**config.mk**
```make
export PLATFORM = sky130hd
export DESIGN_NAME = muldiv_sequencer
export DESIGN_NICKNAME = d
export VERILOG_FILES = /design/src/rtl/muldiv_pkg.sv /design/src/rtl/muldiv_datapath.sv /design/src/rtl/muldiv_sequencer.sv
export SDC_FILE = /design/constraint.sdc
export NUM_CORES = 1
export LEC_CHECK = 0
export BUFFER_PORTS_ARGS = -buffer_cell sky130_fd_sc_hd__buf_2
export CORE_MARGIN = 8
export CORE_UTILIZATION = 40
export DETAILED_ROUTE_END_ITERATION = 7
export PLACE_DENSITY = 0.61
export RECOVER_POWER = 50
export SYNTH_ARGS = -nofsm -noshare
export SYNTH_HDL_FRONTEND = slang
export SYNTH_SLANG_ARGS = --single-unit
```
**constraint.sdc**
```tcl
create_clock -name clock -period 8.5 [get_ports clock]
set_input_delay 2.55 -clock clock [delete_from_list [all_inputs] [get_ports clock]]
set_output_delay 2.55 -clock clock [all_outputs]
set_load 0.005 [all_outputs]
```
**src/rtl/muldiv_pkg.sv**
```systemverilog
// Shared types and constants for the MULT/DIV sequencer: FSM state encoding, default width, funct codes.
// Pure declarations; no timing or flow-control behaviour.
package muldiv_pkg;

  localparam int MULDIV_WIDTH = 32;

  localparam logic [5:0] FUNCT_MULT  = 6'h18;
  localparam logic [5:0] FUNCT_MULTU = 6'h19;
  localparam logic [5:0] FUNCT_DIV   = 6'h1A;
  localparam logic [5:0] FUNCT_DIVU  = 6'h1B;

  typedef enum logic [2:0] {
    IDLE,
    MULT,
    DIV,
    FINISH,
    DZERO
  } muldivState_t;

endpackage

```
**src/rtl/muldiv_datapath.sv**
```systemverilog
// Booth multiply / restoring divide datapath: one iteration per step strobe, result registered on finalize.
// Latency set entirely by the controlling FSM; no flow control of its own, outputs hold until the next finalize.
module muldiv_datapath
  import muldiv_pkg::*;
#(
  parameter int WIDTH = MULDIV_WIDTH
) (
  input  logic             clock,
  input  logic             reset,
  input  logic             load,
  input  logic             loadMult,
  input  logic             loadUnsigned,
  input  logic [WIDTH-1:0] opA,
  input  logic [WIDTH-1:0] opB,
  input  logic             step_mult,
  input  logic             step_div,
  input  logic             finalize,
  output logic [WIDTH-1:0] hiOut,
  output logic [WIDTH-1:0] loOut
);

  // accHi carries one guard bit so a most-negative multiplicand cannot overflow the upper half.
  logic [WIDTH:0]   accHi, addend, boothSum, multHi, divShift, divDiff, divHi;
  logic [WIDTH-1:0] accLo, mcand, multLo, divLo, quoFix, remFix, hiRes, loRes, aMag, bMag;
  logic             accQm1, signedOp, quoNeg, remNeg, divGe;

  always_comb begin
    aMag = (loadUnsigned || !opA[WIDTH-1]) ? opA : -opA;
    bMag = (loadUnsigned || !opB[WIDTH-1]) ? opB : -opB;

    addend   = signedOp ? {mcand[WIDTH-1], mcand} : {1'b0, mcand};
    boothSum = accHi;
    if (signedOp) begin
      if (accLo[0] && !accQm1) begin
        boothSum = accHi - addend;
      end else if (!accLo[0] && accQm1) begin
        boothSum = accHi + addend;
      end
    end else if (accLo[0]) begin
      boothSum = accHi + addend;
    end
    multHi = {signedOp & boothSum[WIDTH], boothSum[WIDTH:1]};
    multLo = {boothSum[0], accLo[WIDTH-1:1]};

    // Restoring step: remainder in accHi, dividend bits shift out of accLo as quotient bits shift in.
    divShift = {accHi[WIDTH-1:0], accLo[WIDTH-1]};
    divDiff  = divShift - {1'b0, mcand};
    divGe    = ~divDiff[WIDTH];
    divHi    = divGe ? divDiff : divShift;
    divLo    = {accLo[WIDTH-2:0], divGe};

    quoFix = quoNeg ? -divLo : divLo;
    remFix = remNeg ? -divHi[WIDTH-1:0] : divHi[WIDTH-1:0];
    hiRes  = step_mult ? multHi[WIDTH-1:0] : remFix;
    loRes  = step_mult ? multLo : quoFix;
  end

  always_ff @(posedge clock or negedge reset) begin
    if (!reset) begin
      accHi    <= '0;
      accLo    <= '0;
      accQm1   <= 1'b0;
      mcand    <= '0;
      signedOp <= 1'b0;
      quoNeg   <= 1'b0;
      remNeg   <= 1'b0;
      hiOut    <= '0;
      loOut    <= '0;
    end else begin
      if (load) begin
        accHi    <= '0;
        accQm1   <= 1'b0;
        signedOp <= !loadUnsigned;
        if (loadMult) begin
          accLo  <= opB;
          mcand  <= opA;
          quoNeg <= 1'b0;
          remNeg <= 1'b0;
        end else begin
          accLo  <= aMag;
          mcand  <= bMag;
          quoNeg <= !loadUnsigned && (opA[WIDTH-1] ^ opB[WIDTH-1]);
          remNeg <= !loadUnsigned && opA[WIDTH-1];
        end
      end else if (step_mult) begin
        accHi  <= multHi;
        accLo  <= multLo;
        accQm1 <= accLo[0];
      end else if (step_div) begin
        accHi <= divHi;
        accLo <= divLo;
      end
      // The last iteration's result is fixed up and registered in the same edge that enters FINISH.
      if (finalize) begin
        hiOut <= hiRes;
        loOut <= loRes;
      end
    end
  end

endmodule

```
**src/rtl/muldiv_sequencer.sv**
```systemverilog
// MIPS MULT/DIV sequencer: busy for ITER+1 cycles after a start, then one-cycle HI/LO write strobes (divide-by-zero: div_zero in cycle 1).
// Starts while busy are dropped, not queued; define MULDIV_UNSIGNED_EN to add the is_unsigned input for MULTU/DIVU.
module muldiv_sequencer
  import muldiv_pkg::*;
#(
  parameter int WIDTH = MULDIV_WIDTH,
  parameter int ITER  = WIDTH
) (
  input  logic             clock,
  input  logic             reset,
  input  logic             start_mult,
  input  logic             start_div,
`ifdef MULDIV_UNSIGNED_EN
  input  logic             is_unsigned,
`endif
  input  logic [WIDTH-1:0] op_a,
  input  logic [WIDTH-1:0] op_b,
  output logic             busy,
  output logic             done,
  output logic             div_zero,
  output logic [WIDTH-1:0] hi_out,
  output logic [WIDTH-1:0] lo_out,
  output logic             hi_write,
  output logic             lo_write
);

  localparam int CNT_W = (ITER > 1) ? $clog2(ITER) : 1;

  muldivState_t     state, nextState;
  logic [CNT_W-1:0] iterCnt;
  logic             lastIter, divisorZero, opUnsigned;
  logic             load, loadMult, stepMult, stepDiv, finalize;

`ifdef MULDIV_UNSIGNED_EN
  assign opUnsigned = is_unsigned;
`else
  assign opUnsigned = 1'b0;
`endif

  assign lastIter    = (iterCnt == CNT_W'(ITER - 1));
  assign divisorZero = (op_b == '0);

  always_ff @(posedge clock or negedge reset) begin
    if (!reset) begin
      state <= IDLE;
    end else begin
      state <= nextState;
    end
  end

  always_ff @(posedge clock or negedge reset) begin
    if (!reset) begin
      iterCnt <= '0;
    end else if (state == MULT || state == DIV) begin
      iterCnt <= iterCnt + 1'b1;
    end else begin
      iterCnt <= '0;
    end
  end

  always_comb begin
    nextState = state;
    case (state)
      IDLE: begin
        if (start_mult) begin
          nextState = MULT;
        end else if (start_div) begin
          nextState = divisorZero ? DZERO : DIV;
        end
      end
      MULT:    if (lastIter) nextState = FINISH;
      DIV:     if (lastIter) nextState = FINISH;
      FINISH:  nextState = IDLE;
      DZERO:   nextState = IDLE;
      default: nextState = IDLE;
    endcase
  end

  always_comb begin
    busy     = (state != IDLE);
    done     = (state == FINISH);
    hi_write = (state == FINISH);
    lo_write = (state == FINISH);
    div_zero = (state == DZERO);
    load     = (state == IDLE) && (start_mult || (start_div && !divisorZero));
    loadMult = start_mult;
    stepMult = (state == MULT);
    stepDiv  = (state == DIV);
    finalize = (stepMult || stepDiv) && lastIter;
  end

  muldiv_datapath #(
    .WIDTH(WIDTH)
  ) u_datapath (
    .clock       (clock),
    .reset       (reset),
    .load        (load),
    .loadMult    (loadMult),
    .loadUnsigned(opUnsigned),
    .opA         (op_a),
    .opB         (op_b),
    .step_mult   (stepMult),
    .step_div    (stepDiv),
    .finalize    (finalize),
    .hiOut       (hi_out),
    .loOut       (lo_out)
  );

endmodule

```
# Word level (Yosys, flattened, before mapping)
# Cells that the tools add are included.
[word_totals] inputBits=68 out_inout_bits=69 reg_bits=173
[classes] reduce_logical=17 muxes=30 eq_ne=7 n_bitwise=3 n_addsub=8
[ops] operator="two-way mux 32 bit" n=11
[ops] operator="two-way mux 33 bit" n=9
[ops] operator="negation 32 bit" n=4
[ops] operator="adder 33 bit" n=1
[ops] operator="subtractor 33 x 32 -> 33 bit" n=1
[ops] operator="subtractor 33 bit" n=1
[ops] operator="logical NOT 32 bit" n=1
[ops] operator="two-way mux 3 bit" n=4
[ops] operator="equality test 3 x 2 -> 1 bit, second input constant" n=2
[ops] operator="one-hot mux 3 bit (2 select lines)" n=1
[ops] operator="nonzero test 3 bit" n=2
[ops] operator="adder 5 x 1 -> 5 bit, second input constant" n=1
[ops] operator="equality test 5 bit, second input constant" n=1
[ops] operator="logical AND 1 bit" n=5
[ops] operator="two-way mux 5 bit" n=1
[ops] operator="two-way mux 1 bit" n=4
[ops] operator="equality test 3 x 1 -> 1 bit, second input constant" n=1
[ops] operator="equality test 3 bit, second input constant" n=1
[ops] operator="logical NOT 1 bit" n=3
[ops] operator="logical NOT 3 bit" n=1
[ops] operator="!= test 3 bit, second input constant" n=1
[ops] operator="logical OR 1 bit" n=2
[ops] operator="!= test 2 x 1 -> 1 bit, second input constant" n=1
[ops] operator="AND reduction 2 bit" n=1
[ops] operator="5 further kinds" n=5

# Logic depth before layout (Yosys ltp)
# Gate-level depths: netlist of the first run.
[depth] ltp_word=8 mapped_depth=29 mapped_depth_nobuf=26

# By module
# From an unflattened synthesis of the first run, not the netlist that was laid out.
[hier_totals] hier_cells=2456 hier_area_um2=18137.4
[by_module_without_submodules] mod="muldiv_datapath" area_each_um2=17595.6 cells_per_inst=2401 instances=1 seq_area_each_um2=4129.0
[by_module_without_submodules] mod="muldiv_sequencer" area_each_um2=541.8 cells_per_inst=55 instances=1 seq_area_each_um2=200.2

# Worst setup path after synthesis of the first run
# OpenSTA, ideal clock, no wires.
[synth_path] path_kind="register to register" from="register u_datapath.accLo[31]" to="register u_datapath.loOut[28]" setup_slack_ns=2.344 path_stages_with_launch=30 required_ns=8.370 setup_time_ns=0.130 path_buffers=3 t_arrival_ns=6.026 path_cell_list="dfrtp_1 > inv_1 > ha_1 > inv_1 > fa_1 > a211oi_1 > o21a_1 > a2111oi_2 > o21a_1 > a2111oi_0 > o21a_1 > nor2_1 > o21ai_0 > nand2b_1 > ha_1 > inv_1 > clkbuf_1 > buf_1 > clkbuf_1 > ha_1 > nand2_1 > or4_1 > or4_1 > nor3_1 > nand2_1 > o31ai_1 > xor2_1 > nor2_1 > a21oi_1 > o21ai_1"
[synth_between] elab_chain_cells=5
[synth_rtl] item="from (decl)" line_no="muldiv_datapath.sv:24" rtl="logic [WIDTH-1:0] accLo, mcand, multLo, divLo, quoFix, remFix, hiRes, loRes, aMag, bMag;"
[synth_rtl] item="from (signal assigned)" line_no="muldiv_datapath.sv:75" rtl="accLo <= opB;"
[synth_rtl] item="from (signal assigned)" line_no="muldiv_datapath.sv:80" rtl="accLo <= aMag;"
[synth_rtl] item="from (signal assigned)" line_no="muldiv_datapath.sv:87" rtl="accLo <= multLo;"
[synth_rtl] item="subtractor 33 x 32 -> 33 bit" line_no="muldiv_datapath.sv:47" rtl="divDiff = divShift - {1'b0, mcand};"
[synth_rtl] item="inverter 1 bit" line_no="muldiv_datapath.sv:48" rtl="divGe = ~divDiff[WIDTH];"
[synth_rtl] item="negation 32 bit" line_no="muldiv_datapath.sv:52" rtl="quoFix = quoNeg ? -divLo : divLo;"
[synth_rtl] item="two-way mux 32 bit" line_no="muldiv_datapath.sv:52"
[synth_rtl] item="two-way mux 32 bit" line_no="muldiv_datapath.sv:55" rtl="loRes = step_mult ? multLo : quoFix;"
[synth_rtl] item="to (signal assigned)" line_no="muldiv_datapath.sv:96" rtl="loOut <= loRes;"
[synth_rtl] item="to (decl)" line_no="muldiv_datapath.sv:19" rtl="output logic [WIDTH-1:0] loOut"
# Every way passes these cells.
# A chain may end at the register's enable or synchronous reset.

# Final worst setup path of the first run
[layout_path] from="register u_datapath.accLo[31]" to="register u_datapath.hiOut[31]"
[layout_between] elab_chain_cells=5
[layout_rtl] item="subtractor 33 x 32 -> 33 bit" line_no="muldiv_datapath.sv:47"
[layout_rtl] item="two-way mux 33 bit (*)" line_no="muldiv_datapath.sv:49" rtl="divHi = divGe ? divDiff : divShift;"
[layout_rtl] item="negation 32 bit" line_no="muldiv_datapath.sv:53" rtl="remFix = remNeg ? -divHi[WIDTH-1:0] : divHi[WIDTH-1:0];"
[layout_rtl] item="two-way mux 32 bit (*)" line_no="muldiv_datapath.sv:53"
[layout_rtl] item="two-way mux 32 bit (*)" line_no="muldiv_datapath.sv:54" rtl="hiRes = step_mult ? multHi[WIDTH-1:0] : remFix;"
[layout_rtl] item="to (signal assigned)" line_no="muldiv_datapath.sv:95" rtl="hiOut <= hiRes;"
[layout_rtl] item="to (decl)" line_no="muldiv_datapath.sv:18" rtl="output logic [WIDTH-1:0] hiOut,"
# Every way passes the cells marked *; elsewhere a longest branch is shown, timed or not.

==> results.cfg, run 1 <==
[synth]
syn_area_per_cell_um2 = 7.416
synth_warnings = 0
syn_area_mm2 = 0.01810
synth_top_area_share_pct = 23.92
synth_common_cells = nand2_1, o21ai_0, a21oi_1
synth-edff-count = 0
ys_types = 86
ys_seq_elements = 173
yosys.area.top_type = dfrtp_1
async_flop_share_pct = 100.0
yosysMostFrequentCell = nand2_1
ys.flop_type = dfrtp_1
synthTopCellsByArea = dfrtp_1, o21ai_0, ha_1
syn-num-nets = 2614
yosysSeqAreaShare_pct = 23.92
netlist_instances = 2440

[setup_path]
worstSetupPathType = register to register
worstSetupEndpointType = register
crit_fanout = 46
critPathLaunchType = register
critPathRequiredTime_ns = 8.82
startpoint = u_datapath.accLo[31]$_DFFE_PN0P_
worstPathArrival_ns = 7.61
r2r_start = u_datapath.accLo[31]$_DFFE_PN0P_

[clocking]
tritoncts = built
clk_latency_ns = 0.47
cts_buffer_depth = 2
cts.repair.resized = 0
cts_hold_buf = 0
path_clk_slew_ns = 0.08
post_cts_buffers = 0
root_buffer = clkbuf_16
numCtsBuffers = 17
htree_levels = 4
clock-sinks = 173

[die]
die_h_um = 228.7
die_w_um = 228.7
die_area_mm2 = 0.05230
initial_core_util_pct = 40.22
core_area_mm2 = 0.04499
num_rows = 78
io_pins = 137

[detailed_routing]
drc = 0
first_pass_iters = 8
vias = 18930
post_drt_wl_per_cell_um = 22.93
drt_wl_total_um = 70180
drtIter0Drc = 1690
viasPerCell = 6.187
ant_nets = 0

[outcome]
outcome = complete, but fails checks
violations = max-capacitance violations, max-slew violations

[sta]
skew_ns = 0.02180
tns_ns = 0
tightest_slew_ns = 4.977
period_share_pct = 85.75
rsz0062_at_grt = no
timing.fmax_mhz = 137.2
holdWs_ns = 0.4662
slew_headroom_pct = -231.8
layout_min_cycle_time_ns = 7.289
slew_viol_final = 176
finalHoldViolCount = 0
setup_viol = 0

[final_layout]
drive_above_1_share_pct = 9.194
synthToLayoutAreaGrowth_pct = 8.719
fin_area_mm2 = 0.01967
final_nets = 2619
finalCoreUtilization_pct = 43.73

[global_routing]
gr-total-overflow = 0
antenna_found_initial = 2
grt_max_degree = 109
grt.total_usage_pct = 25.98
grt_pass1_wl_um = 108100
first_global_vias = 18370

[placed_design]
dpl.hpwl_um = 53670
port_buffers = 136
gp_congestion = 0.9584
place_area_mm2 = 0.01909

[flow_run]
cap_violations = 2

[min_path]
hold_class = register to register
hp-start = iterCnt[0]$_DFF_PN0_
state kept, by name, indices dropped and copies added (netlist names), 3 cells and up:
signal	count
u_datapath.accHi	33
u_datapath.accLo	32
u_datapath.hiOut	32
u_datapath.loOut	32
u_datapath.mcand	32
iterCnt	5
state	3
cells in the final DEF (no fill, tap or decap), types with 27 or more instances in the layout:
| master | netlist | final |
|---|---|---|
| nand2_1 | 317 | 316 |
| o21ai_0 | 259 | 259 |
| a21oi_1 | 227 | 226 |
| nor2_1 | 179 | 178 |
| dfrtp_1 | 173 | 172 |
| ha_1 | 103 | 103 |
| buf_2 | 2 | 100 |
| xor2_1 | 99 | 99 |
| inv_1 | 96 | 96 |
| xnor2_1 | 79 | 79 |
| nand3_1 | 57 | 57 |
| o31ai_1 | 54 | 54 |
| nor3_1 | 42 | 42 |
| clkbuf_1 | 154 | 38 |
| a31oi_1 | 30 | 30 |
| a211oi_1 | 28 | 28 |
| mux2_2 | 27 | 27 |
| mux2i_1 | 27 | 27 |
routing by layer:
layer / wire length (um) / vias up / share of wire [%] / track usage [%]
met3: 3549 / 206 / 5.1 / 4.008
li1: - / 8925 / - / -
met1: 28570 / 9094 / 41 / 31.14
met2: 32810 / 708 / 47 / 42.97
met5: 0 / - / 0 / 0
met4: 5242 / 0 / 7.5 / 16.88
final cells by class:
cell class,count,area (um^2)
Fill cell,4703,25320
Multi-Input combinational cell,1992,12740
Sequential cell,173,4330
Timing Repair Buffer,164,835.8
Tap cell,600,750.7
Clock buffer,17,425.4
Inverter,97,364.1
Clock inverter,15,220.2
Antenna cell,2,5.005
per-stage QoR:
step | cells | setup WS [ns]
after floorplan | 2440 | 2.344
after global placement | 3026 | 1.681
after detailed placement | 3026 | 1.553
after CTS | 3058 | 1.441
after global routing | 3059 | 0.5309
final | 3060 | 1.211
kinds of logic (layout without fill, tap and decap cells):
group | Yosys count | count (layout) | share of synthesized area (%)
AND/OR/NAND/NOR | 766 | 766 | 19.57
buffers and inverters | 275 | 293 | 5.815
AO/OA/AOI/OAI | 887 | 887 | 31.37
multiplexers | 55 | 55 | 3.257
other | 0 | 2 | 0
XOR/XNOR | 178 | 178 | 8.615
adder cells (fa/ha/maj) | 106 | 106 | 7.454
flip-flops | 173 | 173 | 23.92
critical path: stages (launching register included):
cell and delay [ns]:
dfrtp_1 0.40, inv_1 0.10, ha_1 0.18, inv_1 0.06, fa_1 0.43, a211oi_1 0.29
o21a_1 0.26, a2111oi_2 0.13, o21a_1 0.30, a2111oi_0 0.42, o21a_1 0.23, nor2_1 0.04
o21ai_0 0.15, nand2b_1 0.08, ha_1 0.51, buf_4 0.55, mux2i_1 0.37, nand3_1 0.17
nor4_1 0.53, and4_1 0.37, o2111ai_1 0.35, a2111oi_0 0.52, mux2_2 0.39, a21oi_1 0.16
o21ai_0 0.10
path summary, 6_finish.rpt:
check / end / slack, ns / cells past startpoint
setup / recovery: u_datapath.hiOut[31]$_DFFE_PN0P_ / 1.21 / 24
hold / removal: iterCnt[0]$_DFF_PN0_ / 0.47 / 1
setup reg to reg: u_datapath.hiOut[31]$_DFFE_PN0P_ / 1.21 / 24
hold reg to reg: iterCnt[0]$_DFF_PN0_ / 0.47 / 1
max in group asynchronous: u_datapath.hiOut[10]$_DFFE_PN0P_ / 1.49 / 2
min in group asynchronous: u_datapath.mcand[25]$_DFFE_PN0P_ / 3.89 / 1
Power of run 1 is not shown: default switching activity piles up to over one toggle a cycle in this logic, so the estimate is an artifact.
==> run 2, diff against run 1 <==
Settings changed: CORE_MARGIN 8 to default.
==> run 2 against run 1 <==
  * Via count fell by 1.1%
  * The run still ends with max-capacitance violations, max-slew violations left
  * Sequential cell count did not move
  * Routed wire length fell by 0.38%
  * First-iteration DRC count rose by 3.4%
  * Global-route usage rose by 4.3 points
  * Critical path depth rose by 1
  * Highest routed layer is now met5
  * Non-clock buffer count fell by 3
  * Clock skew fell by 0.0090 ns
  * Final area barely moved
  * Hold slack got worse by 0.0043 ns
  * Clock-buffer cell count rose by 3
  * Register-to-register slack improved by 0.37 ns
==> results.cfg, run 2 (synthesis results as in run 1) <==
[outcome]
outcome = complete, but fails checks
violations = max-capacitance violations, max-slew violations

[detailed_routing]
drtIter0Drc = 1748
drt_wl_total_um = 69910
drc = 0
ant_nets = 0
first_pass_iters = 6
viasPerCell = 6.142
post_drt_wl_per_cell_um = 22.93
vias = 18730

[setup_path]
r2r_start = u_datapath.accLo[31]$_DFFE_PN0P_
critPathLaunchType = register
r2r_slack_ns = 1.58
worstPathArrival_ns = 7.27
r2r_cells = 25
worstSetupPathType = register to register
worstSetupEndpointType = register
critPathRequiredTime_ns = 8.85
crit_fanout = 13
regToRegEndpoint = u_datapath.hiOut[31]$_DFFE_PN0P_

[sta]
tns_ns = 0
skew_ns = 0.01285
finalHoldViolCount = 0
setup_viol = 0
slew_headroom_pct = -203.4
rsz0062_at_grt = no
timing.fmax_mhz = 144.5
layout_min_cycle_time_ns = 6.921
tightest_slew_ns = 4.551
period_share_pct = 81.42
slew_viol_final = 217

[min_path]
min_to = iterCnt[0]$_DFF_PN0_
min_path_cells = 1
hp-start = iterCnt[0]$_DFF_PN0_
hold_class = register to register

[final_layout]
final_cell_mix = nand2_1, o21ai_0, a21oi_1
final_common_cell = nand2_1
synthToLayoutAreaGrowth_pct = 8.643
largest_reg_flops = 33
fin_area_mm2 = 0.01966
top_register = u_datapath.accHi
num-fill-cells = 4578
drive_above_1_share_pct = 10.31
final_nets = 2616

[clocking]
post_cts_buffers = 0
clock-sinks = 173
numCtsBuffers = 17
clk_latency_ns = 0.50
cts.repair.resized = 0
tritoncts = built
path_clk_slew_ns = 0.08
cts_hold_buf = 0
root_buffer = clkbuf_16
htree_levels = 4
cts_buffer_depth = 2

[global_routing]
antenna_found_initial = 3
grt_max_degree = 96
gr-total-overflow = 0
first_global_vias = 17720
grt_pass1_wl_um = 106900
grt.total_usage_pct = 30.24

[flow_run]
cap_violations = 3

[placed_design]
place_area_mm2 = 0.01906
dpl.hpwl_um = 53520
port_buffers = 136
gp_congestion = 0.9685

[die]
die_w_um = 214.7
initial_core_util_pct = 40.74
num_rows = 77
die_h_um = 214.7
io_pins = 137
core_area_mm2 = 0.04441
die_area_mm2 = 0.04609
[run 2: cell count changes in the layout (fill, tap and decap cells not counted), moves of 2 or more]
cell / before / now
buf_2: 100 / 130
buf_4: 25 / 21
clkbuf_1: 38 / 8
clkbuf_8: 0 / 3
clkinv_4: 2 / 0
clkinv_8: 5 / 1
inv_6: 1 / 3
[run 2: critical path: stages, from the launching register on]
cell and delay, ns:
dfrtp_1 0.40, inv_1 0.10, ha_1 0.17, inv_1 0.06
fa_1 0.41, a211oi_1 0.28, o21a_1 0.26, a2111oi_2 0.13
o21a_1 0.29, a2111oi_0 0.37, o21a_1 0.22, nor2_1 0.04
o21ai_0 0.15, nand2b_1 0.08, ha_1 0.56, nor2b_1 0.09
a311o_1 0.32, nor3_1 0.26, o211ai_1 0.22, nor4_1 0.55
and4_1 0.35, o2111ai_1 0.33, a2111oi_0 0.52, mux2_2 0.39
a21oi_1 0.11, o21ai_0 0.08
[run 2: metal layers]
metal	routed length, um	GRT usage, %	vias to the layer above
met5	10	0	-
met4	4695	19.17	2
met2	32940	50.05	636
li1	-	-	8901
met3	3433	3.921	161
met1	28830	37.15	9027
[run 2: layout make-up]
type / instances / area (um^2) / share of cell area, %
multi-input cells: 1992 / 12740 / 64.81
flip-flops and latches: 173 / 4330 / 22.03
repair buffers: 161 / 848.3 / 4.315
well taps: 592 / 740.7 / 3.768
clock buffers: 20 / 466.7 / 2.374
inverters: 97 / 364.1 / 1.852
clock inverters: 12 / 162.7 / 0.8273
diodes: 2 / 5.005 / 0.02546
[run 2: worst max path at each step]
stage	startpoint	end	cells after the start	slack (ns)
finish	u_datapath.accLo[31]$_DFFE_PN0P_	u_datapath.hiOut[31]$_DFFE_PN0P_	25	1.58
floorplan	u_datapath.accLo[31]$_DFFE_PN0P_	u_datapath.loOut[28]$_DFFE_PN0P_	29	2.34
global route	reset	u_datapath.hiOut[6]$_DFFE_PN0P_	2	0.58
detailed placement	u_datapath.accLo[31]$_DFFE_PN0P_	u_datapath.hiOut[31]$_DFFE_PN0P_	25	1.62
global placement	u_datapath.accLo[31]$_DFFE_PN0P_	u_datapath.hiOut[31]$_DFFE_PN0P_	25	1.69
CTS	u_datapath.accLo[31]$_DFFE_PN0P_	u_datapath.hiOut[31]$_DFFE_PN0P_	25	1.60
[run 2: stage by stage]
| stage | setup slack (ns) | instances | hold slack, ns | utilization, % |
|---|---|---|---|---|
| after CTS | 1.596 | 3047 | 0.4681 | 44.32 |
| after floorplan | 2.344 | 2440 | 0.4329 | - |
| after global placement | 1.690 | 3015 | 0.4548 | 42.91 |
| final | 1.579 | 3049 | 0.4619 | 44.27 |
| after global routing | 0.5755 | 3047 | 0.4942 | 44.25 |
| after detailed placement | 1.622 | 3015 | 0.4600 | 42.91 |
Power of run 2 is left out for the same reason.
